===== src/rtl/timer_pkg.sv =====
// Shared definitions for the 8-bit timer: state encoding, prescale selects, default widths.
package timer_pkg;

  localparam int unsigned TMR_WIDTH = 8;
  localparam int unsigned TMR_PSC_W = 4;

  typedef enum logic [1:0] {
    IDLE   = 2'd0,
    LOAD   = 2'd1,
    RUN    = 2'd2,
    SWITCH = 2'd3
  } state_e;

  localparam logic [1:0] CKS_DIV2  = 2'b00;
  localparam logic [1:0] CKS_DIV4  = 2'b01;
  localparam logic [1:0] CKS_DIV8  = 2'b10;
  localparam logic [1:0] CKS_DIV16 = 2'b11;

endpackage


===== src/rtl/timer_prescaler.sv =====
// Prescale counter for the timer: free-running psc with a sync clear, plus the
// latched prescale select cks_q.
// Ports:
//   pclk, presetn : clock, async active-low reset
//   clr           : synchronous clear of psc (wins over run)
//   run           : increment psc this cycle
//   cks_ld        : capture cks into cks_q
//   cks           : requested prescale select
//   cks_q         : prescale select currently in effect
//   term_c        : psc[cks_q:0] all ones (combinational)
module timer_prescaler
  import timer_pkg::*;
#(
  parameter int unsigned PSC_W = TMR_PSC_W
) (
  input  logic       pclk,
  input  logic       presetn,
  input  logic       clr,
  input  logic       run,
  input  logic       cks_ld,
  input  logic [1:0] cks,
  output logic [1:0] cks_q,
  output logic       term_c
);

  logic [PSC_W-1:0] psc;
  logic [PSC_W-1:0] mask_c;

  // Low cks_q+1 bits of psc participate in the terminal compare.
  always_comb begin
    mask_c = '0;
    for (int i = 0; i < int'(PSC_W); i++) begin
      mask_c[i] = (i <= int'(cks_q));
    end
  end

  assign term_c = ((psc & mask_c) == mask_c);

  always_ff @(posedge pclk or negedge presetn) begin
    if (!presetn) begin
      psc   <= '0;
      cks_q <= CKS_DIV2;
    end else begin
      if (clr) begin
        psc <= '0;
      end else if (run) begin
        psc <= psc + PSC_W'(1);
      end
      if (cks_ld) begin
        cks_q <= cks;
      end
    end
  end

endmodule


===== src/rtl/timer_ctrl.sv =====
// Sequencing and counting controller for the 8-bit timer, single clock domain.
// Ports:
//   pclk, presetn    : clock, async active-low reset
//   en, updn         : count enable (level), direction (1 = up)
//   load, tdr        : load pulse and load value
//   cks              : prescale select (/2, /4, /8, /16)
//   clr_ovf, clr_udf : flag clear pulses
//   cnt, tick        : current count, one-cycle step pulse
//   ovf, udf         : sticky overflow / underflow flags
//   running          : high while in RUN
module timer_ctrl
  import timer_pkg::*;
#(
  parameter int unsigned WIDTH = TMR_WIDTH,
  parameter int unsigned PSC_W = TMR_PSC_W
) (
  input  logic             pclk,
  input  logic             presetn,
  input  logic             en,
  input  logic             updn,
  input  logic             load,
  input  logic [1:0]       cks,
  input  logic [WIDTH-1:0] tdr,
  input  logic             clr_ovf,
  input  logic             clr_udf,
  output logic [WIDTH-1:0] cnt,
  output logic             tick,
  output logic             ovf,
  output logic             udf,
  output logic             running
);

  state_e     state_q;
  state_e     state_d;
  logic [1:0] cks_q;
  logic       term_c;
  logic       psc_run_c;
  logic       cks_ld_c;
  logic       step_c;
  logic       ovf_set_c;
  logic       udf_set_c;

  timer_prescaler #(
    .PSC_W (PSC_W)
  ) u_psc (
    .pclk    (pclk),
    .presetn (presetn),
    .clr     (!psc_run_c),
    .run     (psc_run_c),
    .cks_ld  (cks_ld_c),
    .cks     (cks),
    .cks_q   (cks_q),
    .term_c  (term_c)
  );

  // Next state and per-cycle controls; load > en low > cks change.
  always_comb begin
    state_d   = state_q;
    psc_run_c = 1'b0;
    cks_ld_c  = 1'b0;
    step_c    = 1'b0;
    ovf_set_c = 1'b0;
    udf_set_c = 1'b0;

    if (load) begin
      state_d = LOAD;
    end else begin
      case (state_q)
        IDLE:    if (en) state_d = RUN;
        LOAD:    state_d = en ? RUN : IDLE;
        RUN: begin
          if (!en)               state_d = IDLE;
          else if (cks != cks_q) state_d = SWITCH;
        end
        SWITCH:  state_d = en ? RUN : IDLE;
        default: state_d = IDLE;
      endcase
    end

    // psc only advances while staying in RUN, so any exit drops a due tick
    // and every entry into RUN starts a full period from psc = 0.
    psc_run_c = (state_q == RUN) && (state_d == RUN);
    cks_ld_c  = (state_q == SWITCH) || ((state_q != RUN) && (state_d == RUN));
    step_c    = psc_run_c && term_c;
    ovf_set_c = step_c && updn && (cnt == '1);
    udf_set_c = step_c && !updn && (cnt == '0);
  end

  always_ff @(posedge pclk or negedge presetn) begin
    if (!presetn) begin
      state_q <= IDLE;
      cnt     <= '0;
      tick    <= 1'b0;
      ovf     <= 1'b0;
      udf     <= 1'b0;
      running <= 1'b0;
    end else begin
      state_q <= state_d;
      if (state_d == LOAD) begin
        cnt <= tdr;
      end else if (step_c) begin
        cnt <= updn ? (cnt + WIDTH'(1)) : (cnt - WIDTH'(1));
      end
      tick    <= step_c;
      // Set wins over a simultaneous clear.
      ovf     <= ovf_set_c | (ovf & ~clr_ovf);
      udf     <= udf_set_c | (udf & ~clr_udf);
      running <= (state_d == RUN);
    end
  end

endmodule


===== config.mk =====
export PLATFORM = sky130hd
export DESIGN_NAME = timer_ctrl
export DESIGN_NICKNAME = d
export VERILOG_FILES = /design/src/rtl/timer_pkg.sv /design/src/rtl/timer_prescaler.sv /design/src/rtl/timer_ctrl.sv
export SDC_FILE = /design/constraint.sdc
export NUM_CORES = 1
export LEC_CHECK = 0
export ABC_AREA = 1
export BUFFER_PORTS_ARGS = -buffer_cell sky130_fd_sc_hd__buf_2
export CAP_MARGIN = 20
export CELL_PAD_IN_SITES_DETAIL_PLACEMENT = 0
export CELL_PAD_IN_SITES_GLOBAL_PLACEMENT = 2
export CORE_AREA = 5 5 80 63
export CTS_CLUSTER_SIZE = 10
export DETAILED_ROUTE_END_ITERATION = 16
export DIE_AREA = 0 0 85 68
export PLACE_DENSITY_LB_ADDON = 0.1
export SLEW_MARGIN = 30
export SYNTH_ARGS = -nofsm -noshare
export SYNTH_HDL_FRONTEND = slang
export SYNTH_SLANG_ARGS = --single-unit

===== constraint.sdc =====
create_clock -name pclk -period 3.8 [get_ports pclk]
set_clock_uncertainty 0.2 [all_clocks]
set_input_delay 0.76 -clock pclk [delete_from_list [all_inputs] [get_ports pclk]]
set_output_delay 0.76 -clock pclk [all_outputs]
set_load 0.005 [all_outputs]

==> impl_metrics.env, run 1 <==
export IMPL_status="finished clean"
export IMPL_setup_viol=0
export IMPL_layout_setup_ws_ns=1.64
export IMPL_ys_types=31
export IMPL_relSlewSlack_pct=69.4
export IMPL_cts_hold_buf=0
export IMPL_p_per_area_mw_per_mm2=354
export IMPL_clock_sinks=20
export IMPL_cts_htree_levels=1
export IMPL_grt_overflow=0
export IMPL_dp_hpwl_mm=2.64
export IMPL_p_clk_share_pct=25.1
export IMPL_pwr_share_seq_pct=46.0
export IMPL_post_drt_wl_per_cell_um=12.8
export IMPL_max_cap_violations=0
export IMPL_p_sw_w=0.000191
export IMPL_place_congestion=0.797
export IMPL_cts_max_path_buffers=2
export IMPL_die_area_mm2=0.00578
export IMPL_placement_rows=21
export IMPL_antenna_left=0
export IMPL_grt_use_met2_pct=16.6
export IMPL_insertion_delay_ns=0.26
export IMPL_fillers=461
export IMPL_tns_ns=0
export IMPL_fin_crit_ns=2.16
export IMPL_p_comb_share_pct=29.0
export IMPL_multi_input_area_um2=737
export IMPL_crit_family="simple AND/OR/NAND/NOR gates"
export IMPL_root_buffer="clkbuf_8"
export IMPL_required_ns=3.75
export IMPL_hold_violations=0
export IMPL_peakVddDrop_mv=0.127
export IMPL_path_clk_slew_ns=0.07
export IMPL_start_util_pct=31.2
export IMPL_swShare_pct=34.2
export IMPL_ios=29
export IMPL_core_area_mm2=0.00426
export IMPL_dpl_cell_area_mm2=0.00154
export IMPL_r2r_start="cnt[2]$_DFFE_PN0P_"
export IMPL_avgViaCountPerCell=4.55
export IMPL_min_path_type="input pin to asynchronous set/reset pin"
export IMPL_path_cells="buf_2, inv_1, ha_1, a21oi_1, nand2_1, nand2_1, nand3b_1, nand3_2, nand3_1"
export IMPL_ys_warn_count=0
export IMPL_synth_avg_cell_area_um2=7.86
export IMPL_path_common_cell="nand2_1"
export IMPL_internal_power_w=0.000368
export IMPL_grt_usage_pct=12.1
export IMPL_antenna_found_initial=0
export IMPL_drt_initial_drc_count=54
export IMPL_fin_crit_sh_pct=56.8
export IMPL_grt_pass1_vias=1051
export IMPL_reg2reg_to="cnt[7]$_DFFE_PN0P_"
export IMPL_n_antenna_cell=0
export IMPL_grt_busiest_layer="met1"
export IMPL_reg2regPathDepth=7
export IMPL_cts_inserted_buffers=3
export IMPL_portBuffers=28
export IMPL_areaGrowthSynthToFinish_pct=18.6
export IMPL_crit_path_end_kind="flip-flop"
export IMPL_use_met1_pct=18.1
export IMPL_cts_resized=0
export IMPL_fin_area_mm2=0.00158
export IMPL_critical_path_class="input pin to flip-flop"
export IMPL_maxSlewViolCount=0
export IMPL_ys_seq_area_share_pct=37.7
export IMPL_start_kind="input pin"
export IMPL_drt_pass1_iterations=4
export IMPL_syn_area_mm2=0.00133
export IMPL_die_h_um=68
export IMPL_grt_max_degree=21
export IMPL_critPathMaxStageDelay_ns=0.33
export IMPL_grt_pass1_wl_mm=5.29
export IMPL_crit_path_max_fanout=7
export IMPL_tightest_slew_ns=0.459
export IMPL_regToRegSetupSlack_ns=2.03
export IMPL_drive_gt1_share_pct=22.1
export IMPL_rsz0062_at_grt="false"
export IMPL_met3_usage_pct=3.73
export IMPL_fmax_mhz=464
export IMPL_syn_nets=194
export IMPL_die_w_um=85
export IMPL_syn_inst=169
export IMPL_drc=0
export IMPL_critPathBufInv=2
export IMPL_post_cts_repair_setup_buffers=0
export IMPL_regArea_um2=500
export IMPL_vias=1164
export IMPL_holdWs_ns=0.240
export IMPL_crit_arrival_ns=2.11
export IMPL_tritoncts="built"
export IMPL_detailedPlace_worstSlack_ns=1.35
export IMPL_power_leakage_nw=0.867
export IMPL_wl_mm=3.27
export IMPL_slowest_stage="ha_1"
export IMPL_ys_seq_elements=20
export IMPL_nNetsFinal=226
==> sequential cells by signal, summed over array words and instances, names as in the netlist <==
name,count
state_q,2
running,1
ovf,1
u_psc.cks_q,2
tick,1
cnt,8
udf,1
u_psc.psc,4
==> routing by layer <==
layer,up-vias,share of wire [%]
li1,607,-
met1,516,52
met2,37,38
met3,4,8.7
met4,0,0.95
met5,-,0
==> power groups by stage <==
stage	combinational, W	sequential (W)	clock [W]
4_1_cts	0.000165	0.000257	0.000142
3_5_place_dp	0.000164	0.000261	0
6_report	0.000162	0.000257	0.000140
2_1_floorplan	0.000112	0.000253	0
3_3_place_gp	0.000163	0.000260	0
5_1_grt	0.000188	0.000259	0.000150
==> worst max path at each step <==
| stage | start | endpoint | slack, ns | cells past startpoint |
|---|---|---|---|---|
| after global placement | updn | cnt[7]$_DFFE_PN0P_ | 1.42 | 9 |
| after detailed placement | updn | cnt[7]$_DFFE_PN0P_ | 1.35 | 9 |
| after floorplan | updn | cnt[7]$_DFFE_PN0P_ | 1.67 | 8 |
| after global routing | updn | cnt[7]$_DFFE_PN0P_ | 1.48 | 9 |
| after CTS | updn | cnt[7]$_DFFE_PN0P_ | 1.63 | 9 |
| final | updn | cnt[7]$_DFFE_PN0P_ | 1.64 | 9 |
==> synthesized netlist by cell type, drive strengths merged <==
cell type / instances / area, µm²
nand2: 56 / 210
inv: 23 / 86.3
dfrtp: 20 / 500
nand3: 18 / 100
nor2: 13 / 77.6
ha: 7 / 87.6
nand4: 5 / 52.6
o21ai: 4 / 31.3
a21oi: 3 / 15.0
nand3b: 3 / 22.5
xnor2: 3 / 33.8
nor3: 2 / 10.0
o21bai: 2 / 15.0
xor2: 2 / 17.5
a21boi: 1 / 7.51
a31oi: 1 / 6.26
buf: 1 / 5.00
fa: 1 / 20.0
mux2: 1 / 11.3
nor4: 1 / 6.26
o22ai: 1 / 6.26
or2: 1 / 6.26
==> cells by family (layout without fill, tap and decap cells) <==
logic type | after synthesis | in the layout | synth area share (%)
compound gates | 12 | 12 | 6.12
xor+xnor | 5 | 5 | 3.86
fa+ha+maj | 8 | 8 | 8.10
buf+inv | 24 | 54 | 6.87
flops | 20 | 20 | 37.7
mux | 1 | 1 | 0.847
simple gates | 99 | 99 | 36.5
==> final cells by class <==
class / count / share of cell area [%]
clock buffers: 3 / 2.62
inverters: 23 / 5.48
multi-input cells: 125 / 46.7
flip-flops and latches: 20 / 31.7
well taps: 57 / 4.52
repair buffers: 28 / 8.89
==> cell usage in the layout, fill, tap and decap left out, types with 3 or more instances in the layout <==
| cell | instances |
|---|---|
| nand2_1 | 56 |
| dfrtp_1 | 20 |
| nor2_1 | 9 |
| o21ai_0 | 3 |
| nand3_1 | 16 |
| buf_2 | 28 |
| nand3b_1 | 3 |
| inv_1 | 22 |
| ha_1 | 7 |
| nand4_1 | 3 |
| a21oi_1 | 3 |
| clkbuf_8 | 3 |
==> metrics by stage <==
step	instances	utilization, %	power, W
final	256	37.0	0.000558
after global routing	256	37.0	0.000597
after CTS	256	37.0	0.000564
after detailed placement	253	36.1	0.000425
after global placement	253	36.1	0.000423
after floorplan	169	-	0.000365
Power figures use the tool's default switching activity.
==> run 2, diff against run 1 <==
- CORE_AREA: 5 5 80 63 -> 5 5 88 69
- DIE_AREA: 0 0 85 68 -> 0 0 93 74
- clock period: 3.8 -> 1.8 ns (I/O delays scaled with it)
==> impl_metrics.env, run 2 (same netlist as run 1, synthesis figures left out) <==
export IMPL_critical_path_class="input pin to flip-flop"
export IMPL_antenna_found_initial=0
export IMPL_post_drt_wl_per_cell_um=13.6
export IMPL_areaGrowthSynthToFinish_pct=35.1
export IMPL_crit_arrival_ns=1.60
export IMPL_crit_path_max_fanout=7
export IMPL_p_sw_w=0.000445
export IMPL_top_regs="cnt x8, u_psc.psc x4"
export IMPL_fin_crit_sh_pct=91.8
export IMPL_path_clk_slew_ns=0.08
export IMPL_path_cells="buf_2, clkinvlp_4, buf_12, ha_1, nand2_1, inv_1, a21oi_2, nand3b_1, nand3_2, nand3_1"
export IMPL_core_area_mm2=0.00518
export IMPL_drt_initial_drc_count=37
export IMPL_grt_pass1_vias=1197
export IMPL_internal_power_w=0.000906
export IMPL_root_buffer="clkbuf_8"
export IMPL_hold_violations=0
export IMPL_dp_hpwl_mm=2.98
export IMPL_layout_common_cells="nand2_1, buf_2, inv_1"
export IMPL_min_path_type="input pin to flip-flop"
export IMPL_grt_max_degree=21
export IMPL_nNetsFinal=242
export IMPL_n_antenna_cell=0
export IMPL_cts_htree_levels=1
export IMPL_vias=1232
export IMPL_required_ns=1.75
export IMPL_p_total_w=0.00135
export IMPL_rsz0062_at_grt="false"
export IMPL_portBuffers=28
export IMPL_top_register="cnt"
export IMPL_p_clk_share_pct=25.9
export IMPL_p_per_area_mw_per_mm2=752
export IMPL_maxSlewViolCount=0
export IMPL_avgViaCountPerCell=4.43
export IMPL_cts_inserted_buffers=3
export IMPL_wl_mm=3.78
export IMPL_fillers=567
export IMPL_grt_overflow=0
export IMPL_tritoncts="built"
export IMPL_max_cap_violations=0
export IMPL_fin_crit_ns=1.65
export IMPL_die_area_mm2=0.00688
export IMPL_ios=29
export IMPL_tightest_slew_ns=0.504
export IMPL_cts_max_path_buffers=2
export IMPL_peakVddDrop_mv=0.247
export IMPL_start_util_pct=25.7
export IMPL_clock_sinks=20
export IMPL_fmax_mhz=605
export IMPL_layout_cells_most_common="nand2_1"
export IMPL_largest_reg_flops=8
export IMPL_critPathMaxStageDelay_ns=0.33
export IMPL_pwr_share_seq_pct=38.8
export IMPL_drt_pass1_iterations=4
export IMPL_die_h_um=74
export IMPL_drive_gt1_share_pct=31.5
export IMPL_place_congestion=0.820
export IMPL_multi_input_area_um2=797
export IMPL_setup_viol=0
export IMPL_status="finished clean"
export IMPL_slowest_stage="ha_1"
export IMPL_crit_path_end_kind="flip-flop"
export IMPL_regArea_um2=500
export IMPL_insertion_delay_ns=0.26
export IMPL_start_kind="input pin"
export IMPL_power_leakage_nw=0.950
export IMPL_swShare_pct=33.0
export IMPL_holdWs_ns=0.0724
export IMPL_grt_usage_pct=11.6
export IMPL_drc=0
export IMPL_placement_rows=23
export IMPL_grt_pass1_wl_mm=6.14
export IMPL_relSlewSlack_pct=66.4
export IMPL_die_w_um=93
export IMPL_p_comb_share_pct=35.3
export IMPL_antenna_left=0
run 2: timing repair:
item                       CTS  global route
setup buffers                0             1
resized for setup            0             9
hold buffers                 1             0
setup endpoints to repair    0             4
hold endpoints to repair    20             0
run 2: cell type report:
class                           count  share of cell area (%)
Tap cell                           62                    4.32
Clock buffer                        4                    3.07
Timing Repair Buffer               44                    15.3
Sequential cell                    20                    27.9
Multi-Input combinational cell    125                    44.4
Inverter                           23                    5.02
run 2: metrics by stage:
stage | cell area, µm² | utilization, % | TNS [ns] | setup slack [ns] | std cells
after floorplan | 1330 | - | 0 | 0.0710 | 169
after global placement | 1650 | 31.8 | -0.796 | -0.199 | 272
after detailed placement | 1650 | 31.8 | -1.06 | -0.240 | 272
after CTS | 1710 | 33.0 | 0 | 0.0395 | 277
after global routing | 1800 | 34.7 | 0 | 0.0327 | 278
final | 1800 | 34.7 | 0 | 0.148 | 278
run 2: power by group through the flow:
stage	combinational, W	sequential [W]	clock [W]
2_1_floorplan	0.000237	0.000534	0
3_3_place_gp	0.000439	0.000526	0
3_5_place_dp	0.000439	0.000527	0
4_1_cts	0.000445	0.000518	0.000371
5_1_grt	0.000538	0.000529	0.000383
6_report	0.000477	0.000524	0.000350
run 2: final timing paths:
kind                                       startpoint                      to  slack (ns)  cells after the start
min in group asynchronous                     presetn      cnt[5]$_DFFE_PN0P_        0.39                      2
max reg2reg                u_psc.cks_q[1]$_DFFE_PN0P_      cnt[4]$_DFFE_PN0P_        0.15                      6
min reg2reg                    u_psc.psc[0]$_DFF_PN0_  u_psc.psc[0]$_DFF_PN0_        0.32                      1
min                                           clr_ovf           ovf$_DFF_PN0_        0.07                      2
max                                              updn      cnt[7]$_DFFE_PN0P_        0.15                     10
max in group asynchronous                     presetn    state_q[0]$_DFF_PN0_        0.66                      2
run 2: critical path: cells and delay by family:
kind,cells,cell delay [ns]
simple gates,4,0.35
buf+inv,4,0.41
compound gates,1,0.15
fa+ha+maj,1,0.33
run 2: per-layer routing:
metal | GRT usage [%] | routed length (µm) | vias to the layer above
li1 | - | - | 644
met1 | 17.2 | 2070 | 558
met2 | 17.2 | 1530 | 28
met3 | 3.44 | 168 | 2
met4 | 1.46 | 13 | 0
met5 | 0 | 0 | -
